$ cat src/rtl/regfile_arbiter.sv
// regfile_arbiter: two-requester arbiter/sequencer for the 8x9 single-ported register file
// Optional ARB_ROUND_ROBIN_EN: round-robin tie-break instead of fixed sequencer priority.
module regfile_arbiter (
  input  logic       clk,
  input  logic       rst,
  input  logic       kp_req,
  input  logic       kp_we,
  input  logic [2:0] kp_addr,
  input  logic [8:0] kp_wdata,
  input  logic       kp_lock,
  output logic       kp_gnt,
  output logic       kp_done,
  input  logic       sq_req,
  input  logic       sq_we,
  input  logic [2:0] sq_addr,
  input  logic [8:0] sq_wdata,
  input  logic       sq_lock,
  output logic       sq_gnt,
  output logic       sq_done,
  output logic [2:0] rf_addr,
  output logic [8:0] rf_wdata,
  output logic       rf_write,
  input  logic [8:0] rf_rdata,
  output logic [8:0] rd_data,
  output logic       busy
);
  typedef enum logic [1:0] {IDLE, ACCESS, DONE} state_t;
  state_t state, state_n;
  logic       l_we, l_lock, l_own;
  logic [2:0] l_addr;
  logic [8:0] l_wdata;
  logic       lk_v, lk_own;
  logic       own_req, own_lock, hold, release_lk, tie_sq, any, win_sq;
`ifdef ARB_ROUND_ROBIN_EN
  logic       last;
`endif
  always_comb begin
    own_req    = lk_own ? sq_req : kp_req;
    own_lock   = lk_own ? sq_lock : kp_lock;
    hold       = lk_v && own_req;
    release_lk = lk_v && (!own_req || !own_lock);
`ifdef ARB_ROUND_ROBIN_EN
    tie_sq     = !last;
`else
    tie_sq     = 1'b1;
`endif
    any        = sq_req || kp_req;
    // a requesting lock owner keeps the port even on its final (lock=0) access
    win_sq     = hold ? lk_own : sq_req && (!kp_req || tie_sq);
    state_n    = state == IDLE ? (any ? ACCESS : IDLE) : state == ACCESS ? DONE : IDLE;
  end
  always_ff @(posedge clk) begin
    if (rst) begin
      state   <= IDLE;
      l_we    <= 1'b0;
      l_lock  <= 1'b0;
      l_own   <= 1'b0;
      l_addr  <= 3'd0;
      l_wdata <= 9'd0;
      lk_v    <= 1'b0;
      lk_own  <= 1'b0;
      rd_data <= 9'd0;
`ifdef ARB_ROUND_ROBIN_EN
      last    <= 1'b0;
`endif
    end else begin
      state <= state_n;
      if (state == IDLE && any) begin
        l_own   <= win_sq;
        l_we    <= win_sq ? sq_we : kp_we;
        l_addr  <= win_sq ? sq_addr : kp_addr;
        l_wdata <= win_sq ? sq_wdata : kp_wdata;
        l_lock  <= win_sq ? sq_lock : kp_lock;
      end
      if (state == IDLE && release_lk) lk_v <= 1'b0;
      if (state == ACCESS) rd_data <= rf_rdata;
      if (state == DONE) begin
        if (l_lock) begin
          lk_v   <= 1'b1;
          lk_own <= l_own;
        end
`ifdef ARB_ROUND_ROBIN_EN
        last <= l_own;
`endif
      end
    end
  end
  assign rf_addr  = l_addr;
  assign rf_wdata = l_wdata;
  assign rf_write = state == ACCESS && l_we;
  assign busy     = state != IDLE;
  assign kp_gnt   = busy && !l_own;
  assign sq_gnt   = busy && l_own;
  assign kp_done  = state == DONE && !l_own;
  assign sq_done  = state == DONE && l_own;
endmodule

$ cat config.mk
export PLATFORM = sky130hd
export DESIGN_NAME = regfile_arbiter
export DESIGN_NICKNAME = d
export VERILOG_FILES = /design/src/rtl/regfile_arbiter.sv
export SDC_FILE = /design/constraint.sdc
export NUM_CORES = 1
export LEC_CHECK = 0
export ABC_CLOCK_PERIOD_IN_PS = 1600
export CORE_MARGIN = 3
export CORE_UTILIZATION = 43
export CTS_BUF_LIST = sky130_fd_sc_hd__clkbuf_2
export CTS_CLUSTER_DIAMETER = 120
export DETAILED_ROUTE_END_ITERATION = 8
export GPL_TIMING_DRIVEN = 1
export PLACE_DENSITY_LB_ADDON = 0.12
export SYNTH_ARGS = -nofsm -noshare
export SYNTH_HDL_FRONTEND = slang
export SYNTH_SLANG_ARGS = --single-unit
export TNS_END_PERCENT = 5
$ cat constraint.sdc
create_clock -name clk -period 1.6 [get_ports clk]
set_clock_uncertainty 0.1 [all_clocks]
set_input_delay 0.4 -clock clk [delete_from_list [all_inputs] [get_ports clk]]
set_output_delay 0.4 -clock clk [all_outputs]
set_load 0.1 [all_outputs]
==> qor.yml, run 1 <==
synthesis.area_mm2: 0.00148
fmax_mhz: 547
grt_pass1_vias: 1537
cp_max_fo: 6
synthMuxAreaShare_pct: 0.675
syn2layout_area_growth_pct: 69.5
ys_ff_latch: 28
ios: 68
ys_types: 35
p_seq_share_pct: 35.9
cts_buffers: 3
synth_fp_nets: 193
avgSynthCellArea_um2: 9.75
yosysWarningCount: 0
startpoint_type: "register"
power.internal_mw: 1.41
path_cells: "nor2b_4 -> and2_4 -> buf_12"
final_common_cell: "clkdlybuf4s50_1"
grt-ovfl-total: 0
critical-path-max-stage-delay_ps: 480
gp_congestion: 0.743
dpl_worst_slack_ps: -294
htree_levels: 1
routed-via-count: 1417
synth_top_family_by_area: "compound AO/OA/AOI/OAI gates"
combinationalPowerShare_pct: 46.1
wl_um: 4230
outcome: "complete, but fails checks"
clock_latency_ps: 360
die_y_um: 64.7
dieWidth_um: 64.7
r2r_cells: 5
layout.cells.non_filler: 264
nNetsFinal: 262
cts_hold_buffers: 0
synth_fa_ha_area_share_pct: 0
portBuffers: 67
synthSimpleGateAreaFrac_pct: 19.7
synth_compound_area_share_pct: 30.0
detail-route-antenna-nets: 0
drt_iter0_drc: 60
firstDrtPassIters: 4
cap_viol_max_count: 0
clock-sinks: 28
worst-path-stages: 3
crit_family: "flip-flops"
final_layout_size_suffix_gt1_share_pct: 35.9
pwr_density_cell_mw_per_mm2: 932
p_leak_nw: 0.940
finalCritPeriodShare_pct: 114
hold_violations: 0
grt_use_total_pct: 21.7
drcViolationCount: 0
finalMaxSlewViolations: 0
setup_violations: 6
cts_buffer_depth: 2
min_path_type: "reg -> reg"
crit_buf_inv: 1
switchingPower_mw: 0.931
vdd_drop_max_v: 0.000575
fin_total_pwr_mw: 2.34
cp.arrival_ps: 1330
p_sw_share_pct: 39.7
violations: "negative setup slack"
avgViaCountPerCell: 5.37
antenna_found_initial: 0
rrSetupSlack_ps: 90
clockPowerShare_pct: 18.1
crit_slowest_cell: "dfxtp_4"
tritoncts: "done"
dieArea_mm2: 0.00419
rows: 20
required_ps: 1100
dp_hpwl_um: 3110
tightest_slew_ps: 479
finalCriticalPeriod_ps: 1830
hold_depth: 2
ys_seq_area_share_pct: 37.8
cts_root_buffer: "clkbuf_2"
crit_type: "reg -> out"
syn_inst: 152
dp_cells: 259
layout_common_cells: "clkdlybuf4s50_1 (40), buf_12 (29), dfxtp_1 (25)"
wl_per_cell_um: 16.0
grt_setup_unrepaired: "yes"
final_util_pct: 79.1
timing.slew.headroom_pct: 68.0
antenna_cells: 0
end_kind: "primary output"
synth_xor_area_share_pct: 0
grt_start_max_net_pins: 29
layout_setup_ws_ps: -229
clk_pin_slew_ps: 260
start_util_pct: 46.7
grt_pass1_wl_um: 7170
core_area_mm2: 0.00318
[synth_stat cells (all sizes together)]
cell	instances	area, um^2
a31oi	1	6.26
and2	2	12.5
nand2b	1	6.26
nand2	18	67.6
o21ai	15	75.1
clkbuf	5	58.8
inv	3	13.8
and3b	3	31.3
nor2b	1	6.26
a311oi	14	191
a221oi	1	15.0
nor3	1	5.00
bufbuf	1	18.8
dfxtp	28	561
nor2	6	46.3
nor3b	1	7.51
a21oi	24	158
or2	1	6.26
mux2i	1	10.0
nand3b	2	27.5
nand3	15	75.1
buf	8	83.8
[cell type report]
cell class                      count  area (um^2)
Timing Repair Buffer               78         1050
Clock inverter                      1         30.0
Fill cell                         209          664
Multi-Input combinational cell    107          779
Tap cell                           44         55.1
Clock buffer                        3         15.0
Sequential cell                    28          572
Inverter                            3         13.8
[metal layers]
metal	part of all wire, %	global-route usage [%]	up-vias
li1	-	-	691
met1	41	27.1	651
met2	50	37.0	65
met3	7.0	4.33	10
met4	2.0	7.39	0
met5	0	0	-
[flip-flops by register name, indices dropped and copies added, names as in the netlist]
name and flops:
l_own 1, rf_addr 3, lk_v 1, lk_own 1, rd_data 9, l_we 1
l_lock 1, state 2, rf_wdata 9
[tightest hold or removal path, delay by kind of cell (launching register included)]
kind,cells,cell delay (ps)
compound gates,1,50
flops,1,390
simple gates,1,60
[what timing repair did]
action / 4_1_cts / 5_1_grt
pin swaps: 2 / 0
endpoints found under the setup margin: 6 / 6
buffers inserted: 1 / 0
gates resized for setup: 7 / 0
[worst paths after layout]
path / from / to
min: rd_data[1] / rd_data[1]
max reg2reg: state[1] / rf_wdata[5]
min reg2reg: rd_data[1] / rd_data[1]
max: state[0] / rf_write
[kinds of logic after synthesis]
| logic type | Yosys count |
|---|---|
| muxes | 1 |
| DFF | 28 |
| AOI/OAI and AO/OA | 55 |
| buffers and inverters | 17 |
| and+or+nand+nor | 51 |
[stage by stage]
step                      hold slack (ps)  setup TNS (ps)  instance area [um^2]
after detailed placement              386           -4190                  2440
after floorplan                       393            -526                  1510
after global placement                380           -3050                  2440
final                                 409           -1050                  2510
after CTS                             414           -1160                  2510
after global routing                  429           -1530                  2510
[power groups by stage]
stage                     sequential, mW  combinational [mW]  clock (mW)
after floorplan                     1.17               0.344           0
after global placement             0.849                1.05           0
after detailed placement           0.854                1.07           0
after CTS                          0.841                1.08       0.434
after global routing               0.849                1.12       0.458
final                              0.840                1.08       0.424
Power figures use the tool's default switching activity.
==> run 2, diff against run 1 <==
--- a/config.mk
+++ b/config.mk
@@ -5,9 +5,9 @@
 export SDC_FILE = /design/constraint.sdc
 export NUM_CORES = 1
 export LEC_CHECK = 0
-export ABC_CLOCK_PERIOD_IN_PS = 1600
+export ABC_CLOCK_PERIOD_IN_PS = 2300
 export CORE_MARGIN = 3
-export CORE_UTILIZATION = 43
+export CORE_UTILIZATION = 46
 export CTS_BUF_LIST = sky130_fd_sc_hd__clkbuf_2
 export CTS_CLUSTER_DIAMETER = 120
 export DETAILED_ROUTE_END_ITERATION = 8
==> constraint.sdc (replaced) <==
create_clock -name clk -period 2.3 [get_ports clk]
set_clock_uncertainty 0.1 [all_clocks]
set_input_delay 0.575 -clock clk [delete_from_list [all_inputs] [get_ports clk]]
set_output_delay 0.575 -clock clk [all_outputs]
set_load 0.1 [all_outputs]
==> run 2 against run 1 <==
Largest power group unchanged. Global-route usage fell by 2.8 points. Highest routed layer unchanged. Sequential cell count did not move. The flow now finishes without violations. Die area fell by 5.9%. Sequential power fell by 33%. Sequential share of layout area rose by 3.7 points. Combinational power fell by 41%. Routed wire length fell by 13%.
==> qor.yml, run 2 (synthesized netlist as in run 1, its figures left out) <==
nNetsFinal: 257  # -1.9%
ios: 68  # unchanged
firstDrtPassIters: 3  # -1
final_common_cell: "clkdlybuf4s50_1"
rows: 19  # -5.0%
tns_ps: 0  # +1050 ps
stdcell_area_mm2: 0.00212  # -16%
portBuffers: 67  # unchanged
finalCriticalPeriod_ps: 2160
syn2layout_area_growth_pct: 43.0
clock_latency_ps: 340  # -20 ps
layout_common_cells: "clkdlybuf4s50_1 (40), dfxtp_1 (28), buf_4 (27)"
routed-via-count: 1360  # -4.0%
timing.slew.headroom_pct: 68.0  # about the same
layout_setup_ws_ps: 136  # +366 ps
start_util_pct: 51.1  # +4.5 points
hold_violations: 0  # unchanged
layout.cells.non_filler: 256  # -3.0%
p_leak_nw: 0.815  # -13%
grt-ovfl-total: 0  # unchanged
fmax_mhz: 462
core_area_mm2: 0.00290  # -8.7%
cap_viol_max_count: 0  # unchanged
cts-resized-gates: 0  # -7
drt_iter0_drc: 21  # -65%
gp_congestion: 0.730  # -1.7%
cts_hold_buffers: 0  # unchanged
final_layout_size_suffix_gt1_share_pct: 30.8  # -5.1 points
cts_setup_buffers: 0  # -1
switchingPower_mw: 0.600  # -36%
htree_levels: 1  # unchanged
grt_start_max_net_pins: 29  # unchanged
wl_um: 3670  # -13%
grt_setup_unrepaired: "no"
grt_pass1_vias: 1422  # -7.5%
antenna_cells: 0  # unchanged
tightest_slew_ps: 479  # -0.804 ps
clock-sinks: 28  # unchanged
wl_per_cell_um: 14.3  # -11%
dieWidth_um: 62.8  # -3.0%
dp_cells: 253  # -2.3%
vdd_drop_max_v: 0.000422  # -27%
combinationalPowerShare_pct: 46.9  # +0.8 points
dp_hpwl_um: 2800  # -9.9%
fillCellCount: 238  # +14%
dieArea_mm2: 0.00394  # -5.9%
p_seq_share_pct: 41.1  # +5.2 points
pwr_density_cell_mw_per_mm2: 646  # -31%
grt_pass1_wl_um: 6150  # -14%
detail-route-antenna-nets: 0  # unchanged
outcome: "finished clean"
antenna_found_initial: 0  # unchanged
die_y_um: 62.8  # -3.0%
min_path_type: "reg -> reg"
postPlaceCellArea_mm2: 0.00210  # -14%
startpoint_type: "register"
required_ps: 1620  # +520 ps
finalMaxSlewViolations: 0  # unchanged
tritoncts: "done"
avgViaCountPerCell: 5.31  # -1.0%
power.internal_mw: 0.769  # -46%
setup_violations: 0  # -6
clk_pin_slew_ps: 230  # -30 ps
cts_root_buffer: "clkbuf_2"
p_sw_share_pct: 43.8  # +4.1 points
cts_buffers: 3  # unchanged
grt_use_total_pct: 19.0  # -2.8 points
finalCritPeriodShare_pct: 94.1
dpl_worst_slack_ps: 170  # +464 ps
cp.arrival_ps: 1490  # +160 ps
clockPowerShare_pct: 12.0  # -6.1 points
cp_max_fo: 6  # unchanged
cts_buffer_depth: 2  # unchanged
drcViolationCount: 0  # unchanged
crit_type: "reg -> out"
end_kind: "primary output"
run 2: power groups by stage:
| stage | combinational, mW | sequential, mW | clock [mW] |
|---|---|---|---|
| final | 0.642 | 0.562 | 0.164 |
| after detailed placement | 0.644 | 0.572 | 0 |
| after CTS | 0.646 | 0.562 | 0.175 |
| after global routing | 0.668 | 0.568 | 0.194 |
| after global placement | 0.635 | 0.571 | 0 |
| after floorplan | 0.235 | 0.810 | 0 |
run 2: path summary, 6_finish.rpt:
check | start | endpoint | slack [ps] | depth (start not counted)
min | rd_data[1] | rd_data[1] | 370 | 2
max | state[0] | rf_write | 140 | 3
min reg2reg | rd_data[1] | rd_data[1] | 370 | 2
max reg2reg | state[0] | rf_addr[0] | 820 | 4
run 2: layer usage:
metal,track usage [%],routed length [um]
met2,38.5,2020
met3,3.24,193
met1,18.2,1400
met5,0,0
met4,8.26,62
run 2: stage by stage:
stage | total power [mW] | hold slack (ps) | utilization (%)
6_report | 1.37 | 373 | 73.1
5_1_grt | 1.43 | 401 | 73.1
4_1_cts | 1.38 | 374 | 73.1
3_5_place_dp | 1.22 | 348 | 72.6
3_3_place_gp | 1.21 | 342 | 72.6
2_1_floorplan | 1.04 | 393 | -
run 2: final cells by class:
cell class	count	area, um^2	area share [%]
Sequential cell	28	561	26.4
Timing Repair Buffer	73	723	34.1
Inverter	3	13.8	0.649
Clock buffer	3	15.0	0.708
Tap cell	42	52.6	2.48
Multi-Input combinational cell	107	754	35.6
run 2: critical path, cell delays in order, from the launching register on:
cell	delay [ps]
dfxtp_1	560
nor2b_1	210
and2_1	190
buf_12	180
